<file path="src/rtl/hazard_pkg.sv">
// Shared constants and types for the D-stage hazard/stall unit:
// Tnew/Tuse encodings, stall cause bit positions and the scoreboard entry layout.
package hazard_pkg;

  localparam logic [2:0] T_LOAD    = 3'd2;
  localparam logic [2:0] T_CALC    = 3'd1;
  localparam logic [2:0] T_NONE    = 3'd0;
  localparam logic [2:0] TUSE_NONE = 3'd7;

  localparam int unsigned WHY_RAW  = 0;
  localparam int unsigned WHY_MDU  = 1;
  localparam int unsigned WHY_ERET = 2;
  localparam int unsigned WHY_W    = 3;

  localparam int unsigned SB_AW = 5;
  localparam int unsigned SB_TW = 3;

  // Entry layout at the default register/Tnew geometry.
  typedef struct packed {
    logic             v;
    logic             we;
    logic [SB_AW-1:0] dst;
    logic [SB_TW-1:0] tnew;
    logic             epc;
  } sb_entry_t;

  function automatic int unsigned max_u(input int unsigned a, input int unsigned b);
    return (a > b) ? a : b;
  endfunction

endpackage

</file>
<file path="src/rtl/hazard_scoreboard_if.sv">
// D-stage request and stall-decision bundle between the pipeline and the hazard unit.
interface hazard_scoreboard_if #(
  parameter int unsigned NSRC = 2,
  parameter int unsigned AW   = 5,
  parameter int unsigned TW   = 3
);

  logic                 valid_D;
  logic [NSRC*AW-1:0]   src_D;
  logic [NSRC*TW-1:0]   tuse_D;
  logic [AW-1:0]        dst_D;
  logic                 we_D;
  logic [TW-1:0]        tnew_D;
  logic                 mdu_start_D;
  logic                 mdu_div_D;
  logic                 hilo_rd_D;
  logic                 mt_epc_D;
  logic                 eret_D;
  logic                 flush;
  logic                 stall;
  logic [2:0]           stall_why;
  logic                 mdu_busy;

  modport master (
    output valid_D, src_D, tuse_D, dst_D, we_D, tnew_D,
           mdu_start_D, mdu_div_D, hilo_rd_D, mt_epc_D, eret_D, flush,
    input  stall, stall_why, mdu_busy
  );

  modport slave (
    input  valid_D, src_D, tuse_D, dst_D, we_D, tnew_D,
           mdu_start_D, mdu_div_D, hilo_rd_D, mt_epc_D, eret_D, flush,
    output stall, stall_why, mdu_busy
  );

endinterface

</file>
<file path="src/rtl/hazard_scoreboard_mdu_busy_counter.sv">
// Multi-cycle MDU occupancy counter: loads the op latency on start, counts down to idle.
module mdu_busy_counter
  import hazard_pkg::*;
#(
  parameter int unsigned MUL_LAT = 5,
  parameter int unsigned DIV_LAT = 10
) (
  input  logic clk,
  input  logic reset_n,
  input  logic load,
  input  logic div,
  output logic busy
);

  localparam int unsigned CW = $clog2(max_u(MUL_LAT, DIV_LAT) + 1);
  localparam logic [CW-1:0] MUL_CNT = CW'(MUL_LAT);
  localparam logic [CW-1:0] DIV_CNT = CW'(DIV_LAT);

  logic [CW-1:0] count;

  always_ff @(posedge clk or negedge reset_n) begin
    if (!reset_n) begin
      count <= '0;
    end else if (load) begin
      count <= div ? DIV_CNT : MUL_CNT;
    end else if (count != '0) begin
      count <= count - CW'(1);
    end
  end

  assign busy = (count != '0);

endmodule

</file>
<file path="src/rtl/hazard_scoreboard.sv">
// D-stage hazard unit: shift-register scoreboard of in-flight writers (E, M, W...),
// MDU busy tracking and pending-EPC tracking, reduced to one stall decision.
module hazard_scoreboard
  import hazard_pkg::*;
#(
  parameter int unsigned NSRC      = 2,
  parameter int unsigned AW        = 5,
  parameter int unsigned TW        = 3,
  parameter int unsigned DEPTH     = 3,
  parameter int unsigned EPC_DEPTH = 2,
  parameter int unsigned MUL_LAT   = 5,
  parameter int unsigned DIV_LAT   = 10
) (
  input  logic                clk,
  input  logic                reset_n,
  hazard_scoreboard_if.slave  hz
);

  typedef struct packed {
    logic          v;
    logic          we;
    logic [AW-1:0] dst;
    logic [TW-1:0] tnew;
    logic          epc;
  } entry_t;

  entry_t            sb [DEPTH];
  logic              accept;
  logic              raw;
  logic              eret_pend;
  logic              busy;
  logic              matched;
  logic [AW-1:0]     src;
  logic [TW-1:0]     tuse;
  logic [WHY_W-1:0]  why;

  // Scan from E outwards; the first matching writer is the youngest and alone decides.
  always_comb begin
    raw     = 1'b0;
    matched = 1'b0;
    src     = '0;
    tuse    = '0;
    for (int unsigned i = 0; i < NSRC; i++) begin
      matched = 1'b0;
      src     = hz.src_D[i*AW +: AW];
      tuse    = hz.tuse_D[i*TW +: TW];
      for (int unsigned k = 0; k < DEPTH; k++) begin
        if (!matched && sb[k].v && sb[k].we && (sb[k].dst == src)) begin
          matched = 1'b1;
          if ((src != '0) && (tuse < sb[k].tnew)) begin
            raw = 1'b1;
          end
        end
      end
    end
  end

  always_comb begin
    eret_pend = 1'b0;
    for (int unsigned k = 0; k < EPC_DEPTH; k++) begin
      if ((k < DEPTH) && sb[k].v && sb[k].epc) begin
        eret_pend = 1'b1;
      end
    end
  end

  always_comb begin
    why           = '0;
    why[WHY_RAW]  = raw;
    why[WHY_MDU]  = (hz.hilo_rd_D | hz.mdu_start_D) & busy;
    why[WHY_ERET] = hz.eret_D & eret_pend;
  end

  assign hz.stall     = hz.valid_D & (|why);
  assign hz.stall_why = why;
  assign hz.mdu_busy  = busy;
  assign accept       = hz.valid_D & ~hz.stall;

  always_ff @(posedge clk or negedge reset_n) begin
    if (!reset_n) begin
      for (int unsigned k = 0; k < DEPTH; k++) begin
        sb[k] <= '0;
      end
    end else begin
      if (hz.flush || !accept) begin
        sb[0] <= '0;
      end else begin
        sb[0] <= '{v: 1'b1, we: hz.we_D, dst: hz.dst_D, tnew: hz.tnew_D, epc: hz.mt_epc_D};
      end
      for (int unsigned k = 1; k < DEPTH; k++) begin
        if (hz.flush) begin
          sb[k] <= '0;
        end else begin
          sb[k]      <= sb[k-1];
          sb[k].tnew <= (sb[k-1].tnew == '0) ? '0 : sb[k-1].tnew - TW'(1);
        end
      end
    end
  end

  mdu_busy_counter #(
    .MUL_LAT (MUL_LAT),
    .DIV_LAT (DIV_LAT)
  ) u_mdu (
    .clk     (clk),
    .reset_n (reset_n),
    .load    (accept & hz.mdu_start_D),
    .div     (hz.mdu_div_D),
    .busy    (busy)
  );

endmodule

</file>
<file path="src/flat_wrapper.sv">
// flat-port wrapper written by rule: the top's interface ports become plain ports
module hazard_scoreboard_flat import hazard_pkg::*;
#(
  parameter int unsigned NSRC      = 2,
  parameter int unsigned AW        = 5,
  parameter int unsigned TW        = 3,
  parameter int unsigned DEPTH     = 3,
  parameter int unsigned EPC_DEPTH = 2,
  parameter int unsigned MUL_LAT   = 5,
  parameter int unsigned DIV_LAT   = 10
)
  (clk, reset_n, hz_valid_D, hz_src_D, hz_tuse_D, hz_dst_D, hz_we_D, hz_tnew_D, hz_mdu_start_D, hz_mdu_div_D, hz_hilo_rd_D, hz_mt_epc_D, hz_eret_D, hz_flush, hz_stall, hz_stall_why, hz_mdu_busy);
  hazard_scoreboard_if #(.NSRC(NSRC), .AW(AW), .TW(TW)) hz_i ();
  input  logic clk;
  input  logic reset_n;
  input wire logic [$bits(hz_i.valid_D)-1:0] hz_valid_D;
  input wire logic [$bits(hz_i.src_D)-1:0] hz_src_D;
  input wire logic [$bits(hz_i.tuse_D)-1:0] hz_tuse_D;
  input wire logic [$bits(hz_i.dst_D)-1:0] hz_dst_D;
  input wire logic [$bits(hz_i.we_D)-1:0] hz_we_D;
  input wire logic [$bits(hz_i.tnew_D)-1:0] hz_tnew_D;
  input wire logic [$bits(hz_i.mdu_start_D)-1:0] hz_mdu_start_D;
  input wire logic [$bits(hz_i.mdu_div_D)-1:0] hz_mdu_div_D;
  input wire logic [$bits(hz_i.hilo_rd_D)-1:0] hz_hilo_rd_D;
  input wire logic [$bits(hz_i.mt_epc_D)-1:0] hz_mt_epc_D;
  input wire logic [$bits(hz_i.eret_D)-1:0] hz_eret_D;
  input wire logic [$bits(hz_i.flush)-1:0] hz_flush;
  output wire logic [$bits(hz_i.stall)-1:0] hz_stall;
  output wire logic [$bits(hz_i.stall_why)-1:0] hz_stall_why;
  output wire logic [$bits(hz_i.mdu_busy)-1:0] hz_mdu_busy;
  assign hz_i.valid_D = hz_valid_D;
  assign hz_i.src_D = hz_src_D;
  assign hz_i.tuse_D = hz_tuse_D;
  assign hz_i.dst_D = hz_dst_D;
  assign hz_i.we_D = hz_we_D;
  assign hz_i.tnew_D = hz_tnew_D;
  assign hz_i.mdu_start_D = hz_mdu_start_D;
  assign hz_i.mdu_div_D = hz_mdu_div_D;
  assign hz_i.hilo_rd_D = hz_hilo_rd_D;
  assign hz_i.mt_epc_D = hz_mt_epc_D;
  assign hz_i.eret_D = hz_eret_D;
  assign hz_i.flush = hz_flush;
  assign hz_stall = hz_i.stall;
  assign hz_stall_why = hz_i.stall_why;
  assign hz_mdu_busy = hz_i.mdu_busy;
  hazard_scoreboard #(.NSRC(NSRC), .AW(AW), .TW(TW), .DEPTH(DEPTH), .EPC_DEPTH(EPC_DEPTH), .MUL_LAT(MUL_LAT), .DIV_LAT(DIV_LAT)) u_core (.clk(clk), .reset_n(reset_n), .hz(hz_i));
endmodule
</file>
<file path="config.mk">
export PLATFORM = sky130hd
export DESIGN_NAME = hazard_scoreboard_flat
export DESIGN_NICKNAME = d
export VERILOG_FILES = /design/src/rtl/hazard_pkg.sv /design/src/rtl/hazard_scoreboard_if.sv /design/src/rtl/hazard_scoreboard_mdu_busy_counter.sv /design/src/rtl/hazard_scoreboard.sv /design/src/flat_wrapper.sv
export SDC_FILE = /design/constraint.sdc
export NUM_CORES = 1
export LEC_CHECK = 0
export ABC_AREA = 0
export BUFFER_PORTS_ARGS = -buffer_cell sky130_fd_sc_hd__buf_2
export CAP_MARGIN = 40
export CORE_MARGIN = 4
export CORE_UTILIZATION = 39
export DETAILED_ROUTE_END_ITERATION = 8
export SYNTH_ARGS = -nofsm -noshare
export SYNTH_HDL_FRONTEND = slang
export SYNTH_SLANG_ARGS = --single-unit
</file>
<file path="constraint.sdc">
create_clock -name clk -period 3.7 [get_ports clk]
set_input_delay 0.555 -clock clk [delete_from_list [all_inputs] [get_ports clk]]
set_output_delay 0.555 -clock clk [all_outputs]
set_load 0.005 [all_outputs]
</file>
==> key figures <==
Finish
  • Layout cells sized above 1: 0.2140
  • Final #Nets: 308
  • # diodes: 0
  • Post-route cell area: 2507 µm²
  • Layout Utilization: 0.4817
  • Area growth, synth to finish: 17.12%

Clocking
  • Clock sink count: 36
  • CTS Buf Count: 5
  • Clk buf depth: 2
  • CTS tree: yes
  • Setup Buffers After CTS: 0
  • Worst-path clk slew: 70 ps
  • CTS root buf: clkbuf_8
  • Post-CTS sizing: 0
  • H-tree depth: 2
  • Post-CTS Hold Fix Bufs: 0
  • Clock Latency Late Sink: 290 ps

GRT
  • Initial antenna violation count: 0
  • Overall Global Routing Usage: 0.1524
  • Vias in the first global route: 1,624
  • GR Overflow Total: 0
  • First-pass GRT wire length: 7631 µm
  • Largest net degree at the start of global routing: 37

Placed design
  • Hpwl dp: 3517 µm
  • Dpl ws: 608.1 ps
  • IO buf count: 38
  • GP Congestion: 0.8740
  • Placement Cell Area: 2396 µm²

Setup path
  • R2r startpoint: u_core.sb[30]
  • R2R setup slack: 1540 ps
  • Reg-to-reg endpoint: u_core.sb[25]
  • Crit start category: register
  • Worst R2R Path Depth: 7
  • Max FO, Critical Path: 12
  • Worst path arrival time: 2570 ps
  • Worst setup EP type: output pin
  • Critical Path RT: 3140 ps
  • Crit path kind: register to output pin

Synthesis
  • Largest cells by area after synthesis: dfrtp_1, ha_1, xor2_1
  • Synth cell count leaders: dfrtp_1, nor2b_1
  • Post-synth top area share: 0.4208
  • Dominant cell type by area after synthesis: dfrtp_1
  • Yosys cell types: 40
  • Synthesized area per cell: 9.957 µm²
  • EDFF count, synth: 0
  • Yosys reg bits: 36
  • Sequential area share after synthesis: 0.4208
  • Top FF cell, synth: dfrtp_1
  • Synth Cell Area: 2141 µm²
  • Syn nets: 267
  • Most frequent cell after synthesis: dfrtp_1
  • Post-synthesis async set-or-reset flop share: 1.000
  • YS warnings: 0
  • Mapped Cells: 215

Timing
  • RSZ-0062 raised after global routing: no
  • Final critical-path required period: 3129 ps
  • Final Cycle Share: 0.8457
  • Setup ws final: 571.1 ps
  • Fin Clk Skew: 3.219 ps
  • Final hold vios: 0
  • Slew @ Worst Pin: 796.1 ps
  • Setup_tns: 0 ps
  • Max-slew violations: 0
  • Final setup violation count: 0
  • Highest clock rate: 319.6 MHz
  • Max_slew headroom: 0.4692

Routing
  • Initial drt markers: 56
  • DR pass1 iterations: 4
  • Via/cell ratio: 4.850
  • Final Routed Wirelength: 4502 µm
  • Vias: 1,586
  • Antenna Nets Post-Route: 0
  • Routed wire length per instance: 13.77 µm
  • Residual DRC count: 0

Floorplanning
  • Core box area: 5205 µm²
  • Die ar.: 6739 µm²
  • Starting Density: 0.4113
  • # rows: 26
  • Die width: 82.09 µm
  • IO Pins: 39
  • Die H: 82.09 µm

Min path
  • HP Class: primary input to async pin

Power
  • VDD IR max: 0.2980 mV
  • Leakage: 1.199 nW
  • Power Dens Cells: 413.6 nW/µm²

Outcome
  • Status: complete, no violations

Flow run
  • Max-cap violations: 0
## power breakdown
part / switching, W / total, W / internal, W
logic: 0.000125 / 0.000235 / 0.000110
clock network: 0.000146 / 0.000346 / 0.000199
registers: 0.0000273 / 0.000456 / 0.000429
## through the flow
step	hold slack [ps]	power [W]	cells
2_1_floorplan	259.4	0.0006207	215
3_3_place_gp	476.0	0.0006945	319
3_5_place_dp	479.8	0.0007004	319
4_1_cts	376.1	0.001046	327
5_1_grt	409.2	0.001110	327
6_report	348.8	0.001037	327
## flip-flops by register name, summed over array words and instances, names as in the netlist
register and count:
u_core.sb 32, u_core.u_mdu.count 4
## worst max-delay path, cell delays in order (launching register included)
cell and delay [ps]:
dfrtp_1 430, xor2_1 180, nor4_1 410, a31o_2 240, a2111oi_2 40, nor3_2 300
nand3_2 270, and2_2 280, buf_2 120
## worst max-delay path by stage
stage | start | end | slack (ps) | cells after the start
5_1_grt | u_core.sb[30] | hz_stall | 350 | 8
4_1_cts | u_core.sb[30] | hz_stall | 550 | 8
2_1_floorplan | hz_tuse_D[2] | hz_stall | 1220 | 6
3_3_place_gp | hz_src_D[3] | hz_stall | 650 | 9
3_5_place_dp | hz_src_D[3] | hz_stall | 610 | 9
6_report | u_core.sb[30] | hz_stall | 570 | 8
## cell type report
cell class	count	area, µm²
multi-input combinational	162	1165
timing repair buffer	39	197.7
fill	507	2698
clock inverter	3	42.54
sequential	36	900.9
tap	70	87.58
clock buffer	5	68.82
inverter	12	45.04
## cell usage in the layout (no fill, tap or decap), types with 3 or more instances in the layout
| cell | Yosys | routed |
|---|---|---|
| buf_2 | 0 | 38 |
| dfrtp_1 | 36 | 36 |
| nor2b_1 | 21 | 21 |
| nor2_1 | 18 | 18 |
| xor2_1 | 18 | 18 |
| nand2_1 | 18 | 18 |
| ha_1 | 18 | 18 |
| xnor2_1 | 14 | 14 |
| inv_1 | 12 | 12 |
| nand2b_1 | 5 | 5 |
| nor3_1 | 5 | 5 |
| a21oi_1 | 5 | 5 |
| clkbuf_8 | 0 | 5 |
| nor4_1 | 4 | 4 |
| nand4_1 | 4 | 4 |
| a21o_1 | 3 | 3 |
| nor3b_1 | 3 | 3 |
## logic make-up after synthesis
family,Yosys count,share of synthesized area
AO/OA/AOI/OAI,21,0.07422
XOR/XNOR,32,0.1309
adder cells (fa/ha/maj),18,0.1052
buffers and inverters,17,0.03507
flip-flops,36,0.4208
multiplexers,2,0.009352
AND/OR/NAND/NOR,89,0.2244
## layer usage
layer	share of wire	track usage
met1	0.50	0.2065
met2	0.43	0.2318
met3	0.062	0.04230
met4	0.014	0.05648
met5	0	0
Note: power is estimated with default switching activity, not from simulation.
